**src/rtl/sw_debounce_sampler_if.sv**
```systemverilog
// Switch-side and encoder-side signals of the debounce sampler, bundled for port connection.
// The master drives the raw switches; the slave (the sampler) drives the conditioned outputs.
interface sw_debounce_sampler_if;
  logic [7:0] sw_data;
  logic       sw_en;
  logic [7:0] data_out;
  logic       enable_out;
  logic       changed;
  logic       stable;
  logic [7:0] change_cnt;

  modport master (
    output sw_data,
    output sw_en,
    input  data_out,
    input  enable_out,
    input  changed,
    input  stable,
    input  change_cnt
  );

  modport slave (
    input  sw_data,
    input  sw_en,
    output data_out,
    output enable_out,
    output changed,
    output stable,
    output change_cnt
  );
endinterface

```
**src/rtl/sw_debounce_sampler.sv**
```systemverilog
// Synchronises and debounces the 8 data switches plus enable switch as one 9-bit vector,
// committing a new value only after it has held for STABLE_CYCLES consecutive clocks.
module sw_debounce_sampler #(
  parameter int STABLE_CYCLES = 50000,
  parameter int CNT_W         = 16
) (
  input  logic                  clk,
  input  logic                  rst_n,
  sw_debounce_sampler_if.slave  sw
);

  localparam int VW = 9;
  localparam logic [CNT_W-1:0] CNT_MAX = CNT_W'(STABLE_CYCLES - 1);

  logic [VW-1:0]    raw_v;
  logic [VW-1:0]    sync2;
  logic [VW-1:0]    cand_reg;
  logic [CNT_W-1:0] cnt_reg;
  logic [VW-1:0]    committed_reg;
  logic             changed_reg;
  logic [7:0]       change_cnt_reg;

  assign raw_v = {sw.sw_en, sw.sw_data};

  // Two-flop synchroniser per switch; nothing else may look at raw_v.
  for (genvar gi = 0; gi < VW; gi++) begin : g_sync
    logic s1_reg;
    logic s2_reg;

    always_ff @(posedge clk or negedge rst_n) begin
      if (!rst_n) begin
        s1_reg <= 1'b0;
        s2_reg <= 1'b0;
      end else begin
        s1_reg <= raw_v[gi];
        s2_reg <= s1_reg;
      end
    end

    assign sync2[gi] = s2_reg;
  end

  // Any difference restarts the window for the whole vector; the count saturates at CNT_MAX.
  always_ff @(posedge clk or negedge rst_n) begin
    if (!rst_n) begin
      cand_reg       <= '0;
      cnt_reg        <= '0;
      committed_reg  <= '0;
      changed_reg    <= 1'b0;
      change_cnt_reg <= 8'd0;
    end else begin
      changed_reg <= 1'b0;
      if (sync2 != cand_reg) begin
        cand_reg <= sync2;
        cnt_reg  <= '0;
      end else if (cnt_reg != CNT_MAX) begin
        cnt_reg <= cnt_reg + 1'b1;
      end else if (cand_reg != committed_reg) begin
        committed_reg  <= cand_reg;
        changed_reg    <= 1'b1;
        change_cnt_reg <= change_cnt_reg + 8'd1;
      end
    end
  end

  assign sw.data_out   = committed_reg[7:0];
  assign sw.enable_out = committed_reg[8];
  assign sw.changed    = changed_reg;
  assign sw.change_cnt = change_cnt_reg;
  assign sw.stable     = (sync2 == cand_reg) && (cand_reg == committed_reg);

endmodule

```
**src/flat_wrapper.sv**
```systemverilog
// flat-port wrapper written by rule: the top's interface ports become plain ports
module sw_debounce_sampler_flat 
#(
  parameter int STABLE_CYCLES = 50000,
  parameter int CNT_W         = 16
)
  (clk, rst_n, sw_sw_data, sw_sw_en, sw_data_out, sw_enable_out, sw_changed, sw_stable, sw_change_cnt);
  sw_debounce_sampler_if sw_i ();
  input  logic clk;
  input  logic rst_n;
  input wire logic [$bits(sw_i.sw_data)-1:0] sw_sw_data;
  input wire logic [$bits(sw_i.sw_en)-1:0] sw_sw_en;
  output wire logic [$bits(sw_i.data_out)-1:0] sw_data_out;
  output wire logic [$bits(sw_i.enable_out)-1:0] sw_enable_out;
  output wire logic [$bits(sw_i.changed)-1:0] sw_changed;
  output wire logic [$bits(sw_i.stable)-1:0] sw_stable;
  output wire logic [$bits(sw_i.change_cnt)-1:0] sw_change_cnt;
  assign sw_i.sw_data = sw_sw_data;
  assign sw_i.sw_en = sw_sw_en;
  assign sw_data_out = sw_i.data_out;
  assign sw_enable_out = sw_i.enable_out;
  assign sw_changed = sw_i.changed;
  assign sw_stable = sw_i.stable;
  assign sw_change_cnt = sw_i.change_cnt;
  sw_debounce_sampler #(.STABLE_CYCLES(STABLE_CYCLES), .CNT_W(CNT_W)) u_core (.clk(clk), .rst_n(rst_n), .sw(sw_i));
endmodule
```
**config.mk**
```make
export PLATFORM = sky130hd
export DESIGN_NAME = sw_debounce_sampler_flat
export DESIGN_NICKNAME = d
export VERILOG_FILES = /design/src/rtl/sw_debounce_sampler_if.sv /design/src/rtl/sw_debounce_sampler.sv /design/src/flat_wrapper.sv
export SDC_FILE = /design/constraint.sdc
export NUM_CORES = 1
export LEC_CHECK = 0
export ABC_AREA = 1
export ABC_CLOCK_PERIOD_IN_PS = 4640
export BUFFER_PORTS_ARGS = -buffer_cell sky130_fd_sc_hd__buf_2
export CAP_MARGIN = 25
export CORE_ASPECT_RATIO = 1.4
export CORE_UTILIZATION = 40
export CTS_CLUSTER_SIZE = 20
export DETAILED_ROUTE_END_ITERATION = 10
export GPL_TIMING_DRIVEN = 1
export PLACE_DENSITY = 0.58
export SLEW_MARGIN = 25
export SYNTH_ARGS = -nofsm -noshare
export SYNTH_HDL_FRONTEND = slang
export SYNTH_SLANG_ARGS = --single-unit
export TNS_END_PERCENT = 100
```
**constraint.sdc**
```tcl
create_clock -name clk -period 4.64 [get_ports clk]
set_clock_uncertainty 0.2 [all_clocks]
set_input_delay 0.928 -clock clk [delete_from_list [all_inputs] [get_ports clk]]
set_output_delay 0.928 -clock clk [all_outputs]
set_load 0.02 [all_outputs]
```
==> impl_metrics.toml <==
[floorplan]
die_h_um = 100
die_area_um2 = 7260
io_pins = 30
coreArea_um2 = 6610
start_util = 0.418
rows = 35
die_w_um = 72.3

[min_path]
hold_path_depth = 0
hold_path.class = "reg -> reg"
hold_end = "u_core.g_sync[5].s2_reg"
hp-start = "u_core.g_sync[5].s1_reg"

[grt]
grt_pass1_wl_um = 8600
grtUsageTotal = 0.157
antenna_found_initial = 0
grt_max_degree = 44
first_global_vias = 1878
overflow = 0

[yosys]
syn_inst = 313
syn_nets = 326
yosys_warnings = 0
synth_cell_type_count = 25
netlist_area_um2 = 2770
synth-seq-cells = 61
yosysSeqAreaShare = 0.552
syn_avg_cell_area_um2 = 8.84

[worst_setup_path]
critPathLaunchType = "flop"
r2r-start = "u_core.cnt_reg[0]"
r2r_slack_ns = 2.36
cp_data_arrival_time_ns = 1.94
worst_path_largest_cell_delay_ns = 0.42
timing.rr.end = "u_core.committed_reg[0]"
cp_max_fo = 20
critPathKind = "reg -> out"
path_cells = "xnor2_1 > nand2_1 > nor2_1 > nand2_1 > nor2_1 > buf_2"
ff2ff_path_depth = 8
end_kind = "output pin"
cp_slowest_cell = "dfrtp_1"
critPathTopFamily = "simple AND/OR/NAND/NOR gates"
required_ns = 3.51
worst-path-buf-inv = 1

[sta]
fin_crit_sh = 0.660
fin_tns_setup_ns = 0
hold_violations = 0
setup_ws_ns = 1.58
worst_pin_slew_ns = 0.700
drv_slew = 0
rsz0062_at_grt = "no"
slew_headroom = 0.532
setup_viol_count_final = 0
worst_hold_slack_ns = 0.149
layout_min_cycle_time_ns = 3.06
fmax_ghz = 0.326

[detailed_routing]
num_vias = 2025
route.detailed.drc = 0
drt_iter0_drc = 109
final_antenna_net_count = 0
drt-pass1-iter-count = 4
wirelength_um = 5060
vias_per_cell = 4.64
wl_per_cell_um = 11.6

[finish]
layout_common_cells = "nand2_1, dfrtp_1, nor2_1"
syn2layout_area_growth_pct = 13.8
fin_nets = 352
fillers = 654
drive_above_1_share = 0.172
final_common_cell = "nand2_1"
antenna_cells = 0
largest_reg_flops = 16

[pwr]
seq_power_share = 0.524
swShare = 0.236
p_clk_frac = 0.448
p_comb_frac = 0.028
leakage_uw = 0.00155
p_sw_uw = 249
vdd_drop_max_mv = 0.155
powerDensity_nw_per_um2 = 335
internal_power_uw = 805

[clock_tree]
cts_max_level = 3
cts_resized = 0
post_cts_buffers = 0
cts.sink_count = 61
clock_latency_ns = 0.34
cts_tree = "built"
cts-hold-fix-buffers = 0
ctsLongestPathBuffers = 2
clk_pin_slew_worst_paths_ns = 0.07
cts_root_buf = "clkbuf_8"
cts_inserted_buffers = 9

[place]
routabilityCongestion = 0.836
dp_slack_ns = 1.95
dpl.hpwl_um = 3440
portBuffers = 29

[run]
drv_cap = 0

[run_status]
status = "finished, final reports clean"
## routing by layer
layer  wire (µm)  global-route usage  share of wire
met1        2360               0.187           0.47
met2        2380               0.256           0.47
met3         197              0.0412          0.039
met4         121              0.0860          0.024
met5           0                   0              0
## layout make-up
| class | count | area (µm²) | area share |
|---|---|---|---|
| flip-flops and latches | 61 | 1530 | 0.485 |
| multi-input cells | 202 | 1020 | 0.323 |
| repair buffers | 31 | 163 | 0.0516 |
| inverters | 34 | 128 | 0.0405 |
| clock buffers | 9 | 124 | 0.0393 |
| well taps | 92 | 115 | 0.0366 |
| clock inverters | 7 | 75.1 | 0.0238 |
## synth_stat cells
library cell / number / area (µm²)
nand2_1: 88 / 330
dfrtp_1: 61 / 1530
nor2_1: 31 / 116
inv_1: 28 / 105
nand4_1: 19 / 119
nand3_1: 11 / 55.1
xor2_1: 10 / 87.6
clkbuf_1: 9 / 33.8
xnor2_1: 9 / 78.8
a21oi_1: 8 / 40.0
o21ai_1: 8 / 40.0
inv_2: 6 / 22.5
buf_4: 5 / 37.5
and3_1: 2 / 12.5
buf_6: 2 / 22.5
ha_1: 2 / 25.0
nand3_2: 2 / 20.0
nand3b_1: 2 / 15.0
nor2_4: 2 / 22.5
nor3_1: 2 / 10.0
o21ai_0: 2 / 10.0
a31oi_1: 1 / 6.26
nor2_2: 1 / 6.26
nor3_4: 1 / 16.3
nor3b_1: 1 / 7.51
## worst register-to-register path: cells and delay by family (launching register included)
| kind | cells | cell delay, ns |
|---|---|---|
| AND/OR/NAND/NOR | 7 | 1.40 |
| flip-flops | 1 | 0.39 |
| adder cells (fa/ha/maj) | 1 | 0.19 |
## through the flow
step	std cells	utilization	area [µm²]	total power (µW)
2_1_floorplan	313	-	2770	576
4_1_cts	436	0.476	3150	1070
3_5_place_dp	420	0.446	2950	594
3_3_place_gp	420	0.446	2950	593
5_1_grt	436	0.476	3150	1100
6_report	436	0.476	3150	1050
## worst max-delay path by stage
stage	start	endpoint	slack, ns	cells after the start
final	u_core.cand_reg[6]	sw_stable	1.58	6
after global routing	u_core.cand_reg[6]	sw_stable	1.44	6
after CTS	u_core.cand_reg[6]	sw_stable	1.55	6
after detailed placement	u_core.cand_reg[1]	sw_stable	1.95	6
after global placement	u_core.cand_reg[6]	sw_stable	1.95	6
after floorplan	u_core.committed_reg[0]	sw_stable	2.05	9
## logic make-up after synthesis
group | Yosys count | share of synthesized area
compound gates | 19 | 0.0348
xor+xnor | 19 | 0.0602
fa+ha+maj | 2 | 0.00904
buf+inv | 50 | 0.0801
flops | 61 | 0.552
simple gates | 162 | 0.264
## power groups by stage
stage	Clock, µW	Combinational, µW	Sequential (µW)
6_report	472	30.0	552
5_1_grt	511	35.3	554
4_1_cts	486	31.1	552
3_5_place_dp	0	31.1	563
3_3_place_gp	0	30.6	562
2_1_floorplan	0	15.8	561
(Power assumes the default switching activity.)
